===== config.mk =====
export PLATFORM = sky130hd
export DESIGN_NAME = hazard_ctrl
export DESIGN_NICKNAME = d
export VERILOG_FILES = /design/src/rtl/hazard_ctrl.sv
export SDC_FILE = /design/constraint.sdc
export NUM_CORES = 1
export LEC_CHECK = 0
export ABC_CLOCK_PERIOD_IN_PS = 5700
export BUFFER_PORTS_ARGS = -buffer_cell sky130_fd_sc_hd__buf_2
export CAP_MARGIN = 25
export CELL_PAD_IN_SITES_DETAIL_PLACEMENT = 1
export CELL_PAD_IN_SITES_GLOBAL_PLACEMENT = 1
export CORE_MARGIN = 4
export CORE_UTILIZATION = 54
export DETAILED_ROUTE_END_ITERATION = 12
export GPL_TIMING_DRIVEN = 0
export PLACE_DENSITY = 0.94
export SLEW_MARGIN = 20
export SYNTH_ARGS = -nofsm -noshare
export SYNTH_HDL_FRONTEND = slang
export SYNTH_SLANG_ARGS = --single-unit

===== constraint.sdc =====
create_clock -name clk -period 5.7 [get_ports clk]
set_input_delay 1.14 -clock clk [delete_from_list [all_inputs] [get_ports clk]]
set_output_delay 1.14 -clock clk [all_outputs]
set_load 0.02 [all_outputs]

===== src/rtl/hazard_ctrl.sv =====
// hazard_ctrl: pipeline stall/hazard resolution with a per-register countdown
// scoreboard. Producers of any latency stall their dependents for exactly the
// required number of cycles; flush and bus-wait priority is resolved here too.
//
// Ports:
//   clk, reset      clock, synchronous active-high reset
//   flush[2:0]      NOFLUSH=0, FLUSHM=1 (jump), FLUSHW=2 (exception/interrupt)
//   ibus_not_busy   instruction bus ready
//   dbus_not_busy   data bus ready
//   fu_busy         per multi-cycle unit busy (unit occupies E)
//   d_valid, d_src1/2, d_use1/2, d_we, d_dst, d_lat   decode-stage instruction
//   stop[2:0]       combinational stall code: NOSTALL=0 STALLF=1 STALLE=2
//                   STALLM=3 STALLW=4
//   hazard_busy     any scoreboard entry non-zero
//   perf_*          (HAZARD_PERF_EN only) 32-bit stall-cycle counters
//
// Optional feature macro: HAZARD_PERF_EN
module hazard_ctrl #(
  parameter int unsigned NREG   = 32,
  parameter int unsigned CNT_W  = 3,
  parameter int unsigned NUM_FU = 2
) (
  input  logic                    clk,
  input  logic                    reset,
  input  logic [2:0]              flush,
  input  logic                    ibus_not_busy,
  input  logic                    dbus_not_busy,
  input  logic [NUM_FU-1:0]       fu_busy,
  input  logic                    d_valid,
  input  logic [$clog2(NREG)-1:0] d_src1,
  input  logic [$clog2(NREG)-1:0] d_src2,
  input  logic                    d_use1,
  input  logic                    d_use2,
  input  logic                    d_we,
  input  logic [$clog2(NREG)-1:0] d_dst,
  input  logic [CNT_W-1:0]        d_lat,
  output logic [2:0]              stop,
  output logic                    hazard_busy
`ifdef HAZARD_PERF_EN
  ,
  output logic [31:0]             perf_stf,
  output logic [31:0]             perf_ste,
  output logic [31:0]             perf_stm,
  output logic [31:0]             perf_stw,
  output logic [31:0]             perf_raw
`endif
);

  localparam int unsigned IDX_W = $clog2(NREG);

  localparam logic [2:0] NOFLUSH = 3'd0;
  localparam logic [2:0] FLUSHM  = 3'd1;
  localparam logic [2:0] FLUSHW  = 3'd2;

  localparam logic [2:0] NOSTALL = 3'd0;
  localparam logic [2:0] STALLF  = 3'd1;
  localparam logic [2:0] STALLE  = 3'd2;
  localparam logic [2:0] STALLM  = 3'd3;
  localparam logic [2:0] STALLW  = 3'd4;

  logic [CNT_W-1:0] r_cnt [NREG];
  logic             r_e_live;
  logic [IDX_W-1:0] r_e_dst;

  logic w_raw;
  logic w_flush_req;
  logic w_run;
  logic w_flush_take;
  logic w_rec;

  // RAW: a read source still has an outstanding countdown (x0 never hazards)
  always_comb begin
    w_raw = 1'b0;
    if (d_valid) begin
      if (d_use1 && (d_src1 != '0) && (r_cnt[d_src1] != '0)) w_raw = 1'b1;
      if (d_use2 && (d_src2 != '0) && (r_cnt[d_src2] != '0)) w_raw = 1'b1;
    end
  end

  // Stall priority, first match wins
  always_comb begin
    stop = NOSTALL;
    if (flush == FLUSHW)
      stop = (ibus_not_busy && dbus_not_busy) ? NOSTALL : STALLW;
    else if (flush == FLUSHM)
      stop = ibus_not_busy ? NOSTALL : STALLM;
    else if (!dbus_not_busy)
      stop = STALLM;
    else if (w_raw)
      stop = STALLE;
    else if (|fu_busy)
      stop = STALLE;
    else if (!ibus_not_busy)
      stop = STALLF;
  end

  // Backend moves unless M/W are frozen; D->E issue only without a flush
  assign w_flush_req  = (flush == FLUSHM) || (flush == FLUSHW);
  assign w_run        = (stop != STALLM) && (stop != STALLW);
  assign w_flush_take = w_flush_req && (stop == NOSTALL);
  assign w_rec        = ((stop == NOSTALL) || (stop == STALLF)) && d_valid &&
                        !w_flush_req && d_we && (d_dst != '0) && (d_lat != '0);

  always_comb begin
    hazard_busy = 1'b0;
    for (int i = 0; i < NREG; i++)
      if (r_cnt[IDX_W'(i)] != '0) hazard_busy = 1'b1;
  end

  // Scoreboard: decrement, then kill the flushed E entry, then a new issue
  // overrides (later non-blocking assignment wins on the same index)
  always_ff @(posedge clk) begin
    if (reset) begin
      for (int i = 0; i < NREG; i++) r_cnt[IDX_W'(i)] <= '0;
      r_e_live <= 1'b0;
      r_e_dst  <= '0;
    end else if (w_run) begin
      for (int i = 0; i < NREG; i++)
        if (r_cnt[IDX_W'(i)] != '0)
          r_cnt[IDX_W'(i)] <= r_cnt[IDX_W'(i)] - CNT_W'(1);
      if (w_flush_take && r_e_live) r_cnt[r_e_dst] <= '0;
      if (w_rec) begin
        r_cnt[d_dst] <= d_lat;
        r_e_dst      <= d_dst;
      end
      r_e_live <= w_rec;
    end
  end

`ifdef HAZARD_PERF_EN
  logic [31:0] r_perf_stf;
  logic [31:0] r_perf_ste;
  logic [31:0] r_perf_stm;
  logic [31:0] r_perf_stw;
  logic [31:0] r_perf_raw;

  // Free-running wrapping stall-cycle counters
  always_ff @(posedge clk) begin
    if (reset) begin
      r_perf_stf <= '0;
      r_perf_ste <= '0;
      r_perf_stm <= '0;
      r_perf_stw <= '0;
      r_perf_raw <= '0;
    end else begin
      if (stop == STALLF) r_perf_stf <= r_perf_stf + 32'd1;
      if (stop == STALLE) r_perf_ste <= r_perf_ste + 32'd1;
      if (stop == STALLM) r_perf_stm <= r_perf_stm + 32'd1;
      if (stop == STALLW) r_perf_stw <= r_perf_stw + 32'd1;
      if ((stop == STALLE) && w_raw) r_perf_raw <= r_perf_raw + 32'd1;
    end
  end

  assign perf_stf = r_perf_stf;
  assign perf_ste = r_perf_ste;
  assign perf_stm = r_perf_stm;
  assign perf_stw = r_perf_stw;
  assign perf_raw = r_perf_raw;
`endif

endmodule


After elaboration in Yosys (flattened, before gate mapping)
Memory sizes are Yosys's and may differ from the RTL's.
Cells that the tools add are included.
{ "totals": {"memories": 1, "rom_bits": 0, "latchBits": 0, "in_bits": 31, "ram_bits": 96, "regBits": 6, "elab_cells": 345, "output_inout_bits": 4} }
{ "memory_table": {"columns": ["name", "depth", "width", "rd", "rd_ports_with_merged_regs", "write_ports", "line_no", "source"], "rows": [
  ["r_cnt", 32, 3, 34, 0, 33, "61", "logic [CNT_W-1:0] r_cnt [NREG];"]
]} }
{ "classes": {"multipliers": 0, "n_shift": 0, "reduce_logical": 58, "bitwise": 32, "n_eq_ne": 5, "n_addsub": 32, "mux": 215, "magnitude_cmp": 0, "div_mod_pow": 0} }
{ "ops": {"columns": ["cell", "n"], "rows": [
  ["two-way mux 1 bit", 174],
  ["two-way mux 3 bit", 35],
  ["nonzero test 3 bit", 35],
  ["subtractor 3 x 1 -> 3 bit, second input constant", 32],
  ["bitwise OR 1 bit", 32],
  ["nonzero test 5 bit", 3],
  ["logical AND 1 bit", 13],
  ["two-way mux 2 bit", 5],
  ["equality test 3 x 1 -> 1 bit, second input constant", 2],
  ["two-way mux 5 bit", 1],
  ["equality test 3 x 2 -> 1 bit, second input constant", 1],
  ["zero test 3 bit", 1],
  ["inequality test 3 x 2 -> 1 bit, second input constant", 1],
  ["inequality test 3 bit, second input constant", 1],
  ["OR reduction 3 bit", 1],
  ["logical OR 1 bit", 2],
  ["AND reduction 2 bit", 1],
  ["OR reduction 2 bit", 1],
  ["zero test 1 bit", 1]
]} }

Longest topological paths before layout
An unclocked memory read counts as a cell.
{ "logic_depth": {"ltp_word": 34, "depth_mapped": 12, "ltp_nobuf": 9} }

Worst setup path before layout
Ideal clock, no wire load.
{ "synth_path": {"kind": "input to output", "from": "in d_src2[1]", "to": "out stop[0]", "slack_ps": 1540, "arrival_ps": 3020, "cell_stages": 8, "n_path_buf": 2, "required_time_ps": 4560, "path_cell_list": "buf_2 > buf_1 > mux4_2 > a2111oi_1 > o41ai_2 > o21ai_0 > nand3b_1 > a31oi_1"} }
{ "synth_via": {"elab_chain_len": 9} }
{ "synth_lines": {"columns": ["element", "line_no", "source"], "rows": [
  ["from (decl)", "31", "input logic [$clog2(NREG)-1:0] d_src2,"],
  ["memory (32 x 3 bit) or nonzero test 5 bit (tied branches)", null, null],
  ["nonzero test 3 bit or logical AND 1 bit (tied branches)", "76", "if (d_use2 && (d_src2 != '0) && (r_cnt[d_src2] != '0)) w_raw = 1'b1;"],
  ["logical AND 1 bit *", "76", null],
  ["two-way mux 1 bit *", "76", null],
  ["two-way mux 1 bit *", "74", "if (d_valid) begin"],
  ["two-way mux 2 bit *", "89", "else if (w_raw)"],
  ["two-way mux 2 bit *", "87", "else if (!dbus_not_busy)"],
  ["two-way mux 2 bit *", "85", "else if (flush == FLUSHM)"],
  ["two-way mux 3 bit *", "83", "if (flush == FLUSHW)"],
  ["to (decl)", "37", "output logic [2:0] stop,"]
]} }
Mark *: on every way between the ends. The rest lies on a longest branch, timed or not.

Worst setup path after layout
{ "layout_path": {"from": "in d_src2[1]", "to": "out stop[1]"} }
Same word-level chain as after synthesis.

==> impl_summary.md <==
Setup path
The arrival time of the worst setup path is 4.05 ns. The start point of the critical path is d_src2[1]. The launch instance of the worst register-to-register path is r_cnt[24][0].

Data on the critical path is required at its endpoint by 4.56 ns. The highest net fanout along the worst path is 10. The type of element capturing the critical path is an output port. The critical path startpoint category is a primary input. By startpoint and endpoint, the worst setup path is classified as in -> out.

Timing
In the final timing run, aggregate negative setup slack is 0 ns. The number of max-slew violations in the final report is 0. Setup repair after global routing left no endpoint under its margin.

The total count of hold-check failures in the final report is 0. Setup violations remaining at the end of the flow were counted as 0. The post-route clock period utilization is 0.910. For the pin with the worst max-slew slack, the measured transition is 1.14 ns.

On the final layout, the worst clock skew is 0.0146 ns. The clock period could shrink to 5.19 ns. The top achievable clock speed is 0.193 GHz. The final hold slack is 0.509 ns. The remaining max-slew budget at the tightest pin is 0.240.

Yosys
Summing every instance area after synthesis gives 0.00773 mm². During synthesis, Yosys emitted a total of 0 warnings. The number of nets handed over by synthesis was 863. In this run, synthesis produced a sequential element count of 102. The most frequently used flop master after synthesis is sky130_fd_sc_hd__edfxtp_1. The mean cell area of the mapped netlist is 10.1 µm². After synthesis, the netlist uses 72 different library cells. The async set-reset flop share out of synthesis is 0. The number of flops mapped to enable cells by yosys is 96. The sequential cell area fraction in the yosys report is 0.389. The number of instances in the synthesized netlist is 768.

Layout
The fill cell total of the finished layout is 1,563. The number of diodes added for antenna fixing is 0. The footprint of the multi-input gates is 0.00423 mm². The area growth from synthesis to layout is 8.34%. Summing all flip-flop and latch instances after layout gives 0.00300 mm². The total number of nets in the final design is 902. The fraction of final layout cells sized beyond drive strength 1 is 0.106.

GRT
The number of global-route vias before repair came to 7,729. The initial antenna violation count is 0. The first-pass GRT wire length is 44,500 µm. The aggregate global-route resource usage is 0.361. After global routing the overflow that remains totals 0. The largest net degree at the start of global routing is 16.

Min path
The tightest min-delay check is of the reg -> reg type. The startpoint identified for the worst hold timing path is r_e_dst[0].

CTS
In this run the post-CTS setup repair buffer count came out at 0. For the worst-skew pair, the clock arrives at the later sink with an insertion delay of 0.37 ns. Clock-pin slew was measured on the worst setup and hold paths at 0.07 ns.

The clock tree synthesis step divided the H-tree into 3 levels. The cts-stage hold buffer count is 0. The number of clock buffers added by TritonCTS is 9.

The post-cts resize count is 0. The number of buffers between clock root and the deepest sink is 2. The clock drives 102 sinks.

The tree is rooted in a sky130_fd_sc_hd__clkbuf_16. TritonCTS built the clock tree.

Outcome
The run finished with clean final reports.

Route
Once detail routing completed, the nets flagged for antenna violations numbered 0. The mean number of vias per cell is 7.49. The number of design rule violations left after detail routing is 0. The first detailed-routing pass ran for 5 iterations.

In the final routed layout, each cell accounts on average for 29.5 µm. The total wire length after detailed routing is 29,200 µm. The DRC marker count from the first detailed-route iteration is 850. The routed layout has 7,414 vias.

Pwr
The worst IR drop on VDD is 168 µV. The leakage power figure is 3.04 nW. The ratio of total power to cell area is 292 mW/mm².

Die
The die covers 0.0163 mm². The placeable core region is 0.0139 mm². In this run the vertical extent of the chip is 128 µm. In this run the core area contains 43 standard-cell rows. The die is 128 µm wide. The number of top-level design ports is 35.

The effective utilization at floorplan is 0.554.

Place
The placed wire-length estimate after detailed placement is 21,000 µm. Buffers placed on the I/O ports in this run total 27. The routability congestion estimate from global placement is 1.03.

Flow run
Across the run, the number of max-cap violations was 0.
[path summary, 6_finish.rpt]
kind | endpoint | slack, ns | cells past startpoint
hold reg to reg | r_e_dst[0] | 0.51 | 2
hold / removal | r_e_dst[0] | 0.51 | 2
setup reg to reg | r_cnt[13][2] | 1.65 | 8
setup / recovery | stop[1] | 0.51 | 9
[placed cells by master, fill, tap and decap left out, types with 6 or more instances in the layout]
cell type                   instances
sky130_fd_sc_hd__o41ai_2           14
sky130_fd_sc_hd__clkbuf_1          25
sky130_fd_sc_hd__clkbuf_16          9
sky130_fd_sc_hd__nor2b_1           15
sky130_fd_sc_hd__a21o_1             7
sky130_fd_sc_hd__xnor2_1           26
sky130_fd_sc_hd__dfxtp_1            6
sky130_fd_sc_hd__a211oi_1           7
sky130_fd_sc_hd__a41o_1             8
sky130_fd_sc_hd__a211o_1            8
sky130_fd_sc_hd__nand2b_1          21
sky130_fd_sc_hd__buf_2             35
sky130_fd_sc_hd__nor3_1            26
sky130_fd_sc_hd__ha_1              64
sky130_fd_sc_hd__o32ai_1           22
sky130_fd_sc_hd__o221ai_1           9
sky130_fd_sc_hd__edfxtp_1          96
sky130_fd_sc_hd__nor2_1            37
sky130_fd_sc_hd__nand2_1           35
sky130_fd_sc_hd__o22ai_1           74
sky130_fd_sc_hd__nor4_1            22
sky130_fd_sc_hd__and3_1             7
sky130_fd_sc_hd__mux2i_1           12
sky130_fd_sc_hd__nand4_1            8
sky130_fd_sc_hd__nand3_1           17
sky130_fd_sc_hd__a21oi_1           16
sky130_fd_sc_hd__inv_1             80
sky130_fd_sc_hd__o21ai_0           14
[routing by layer]
layer  wire length (µm)  track usage  share of wire  vias up
li1                   -            -              -     3071
met1              10700        0.461           0.37     3619
met2              13100        0.570           0.45      563
met3               3440       0.0723           0.12      161
met4               1920        0.210          0.066        0
met5                  0            0              0        -
[per-stage QoR]
step,utilization,cell area [µm²],std cells,total power [mW],setup slack (ns)
final,0.601,8370,990,2.45,0.512
after CTS,0.600,8370,989,2.41,0.526
after global placement,0.580,8090,975,1.71,0.623
after floorplan,-,7730,768,1.53,1.54
after global routing,0.601,8370,990,2.53,0.458
after detailed placement,0.580,8090,975,1.78,0.532
[kinds of logic (layout without fill, tap and decap cells)]
group	after synthesis	after routing	share of synthesized area
AOI/OAI and AO/OA	223	223	0.233
and+or+nand+nor	215	215	0.151
buffers and inverters	121	163	0.0640
DFF	102	102	0.389
adders and majority gates	64	64	0.104
xor gates and xnor gates	26	26	0.0295
muxes	17	17	0.0306
[sequential cells by signal, summed over array words and instances, names as in the netlist]
signal	cells
r_cnt	96
r_e_live	1
r_e_dst	5
[synthesized netlist by cell type, types with 8 or more instances]
master	n	area [µm²]
sky130_fd_sc_hd__edfxtp_1	96	2880
sky130_fd_sc_hd__inv_1	80	300
sky130_fd_sc_hd__o22ai_1	74	463
sky130_fd_sc_hd__ha_1	64	801
sky130_fd_sc_hd__nor2_1	37	139
sky130_fd_sc_hd__nand2_1	35	131
sky130_fd_sc_hd__nor3_1	26	130
sky130_fd_sc_hd__xnor2_1	26	228
sky130_fd_sc_hd__clkbuf_1	24	90.1
sky130_fd_sc_hd__nor4_1	22	138
sky130_fd_sc_hd__o32ai_1	22	193
sky130_fd_sc_hd__nand2b_1	21	131
sky130_fd_sc_hd__nand3_1	17	85.1
sky130_fd_sc_hd__a21oi_1	16	80.1
sky130_fd_sc_hd__nor2b_1	15	93.8
sky130_fd_sc_hd__o21ai_0	14	70.1
sky130_fd_sc_hd__o41ai_2	14	228
sky130_fd_sc_hd__mux2i_1	12	120
sky130_fd_sc_hd__o221ai_1	9	78.8
sky130_fd_sc_hd__a211o_1	8	70.1
sky130_fd_sc_hd__a41o_1	8	80.1
sky130_fd_sc_hd__buf_2	8	40.0
sky130_fd_sc_hd__nand4_1	8	50.1
[power by group]
| group | leakage (nW) | switching (mW) | total [mW] | internal, mW |
|---|---|---|---|---|
| Combinational | 1.84 | 0.455 | 0.733 | 0.278 |
| Clock | 0.132 | 0.294 | 0.629 | 0.336 |
| Sequential | 1.07 | 0.115 | 1.08 | 0.969 |
| Total | 3.04 | 0.864 | 2.45 | 1.58 |
[cell type report]
cell class | instances | area share
well taps | 180 | 0.0269
plain buffers | 38 | 0.0218
repair buffers | 28 | 0.0167
flip-flops and latches | 102 | 0.359
clock inverters | 4 | 0.00598
inverters | 83 | 0.0372
clock buffers | 10 | 0.0274
multi-input cells | 545 | 0.505
[worst max-delay path, cell delays in order]
cell                        delay, ns
sky130_fd_sc_hd__buf_2           0.25
sky130_fd_sc_hd__buf_1           0.51
sky130_fd_sc_hd__mux4_2          0.41
sky130_fd_sc_hd__a2111oi_1       0.54
sky130_fd_sc_hd__o41ai_2         0.28
sky130_fd_sc_hd__o31ai_4         0.38
sky130_fd_sc_hd__inv_2           0.16
sky130_fd_sc_hd__buf_6           0.20
sky130_fd_sc_hd__buf_2           0.17
No activity file was read; power rests on OpenSTA's default activity.
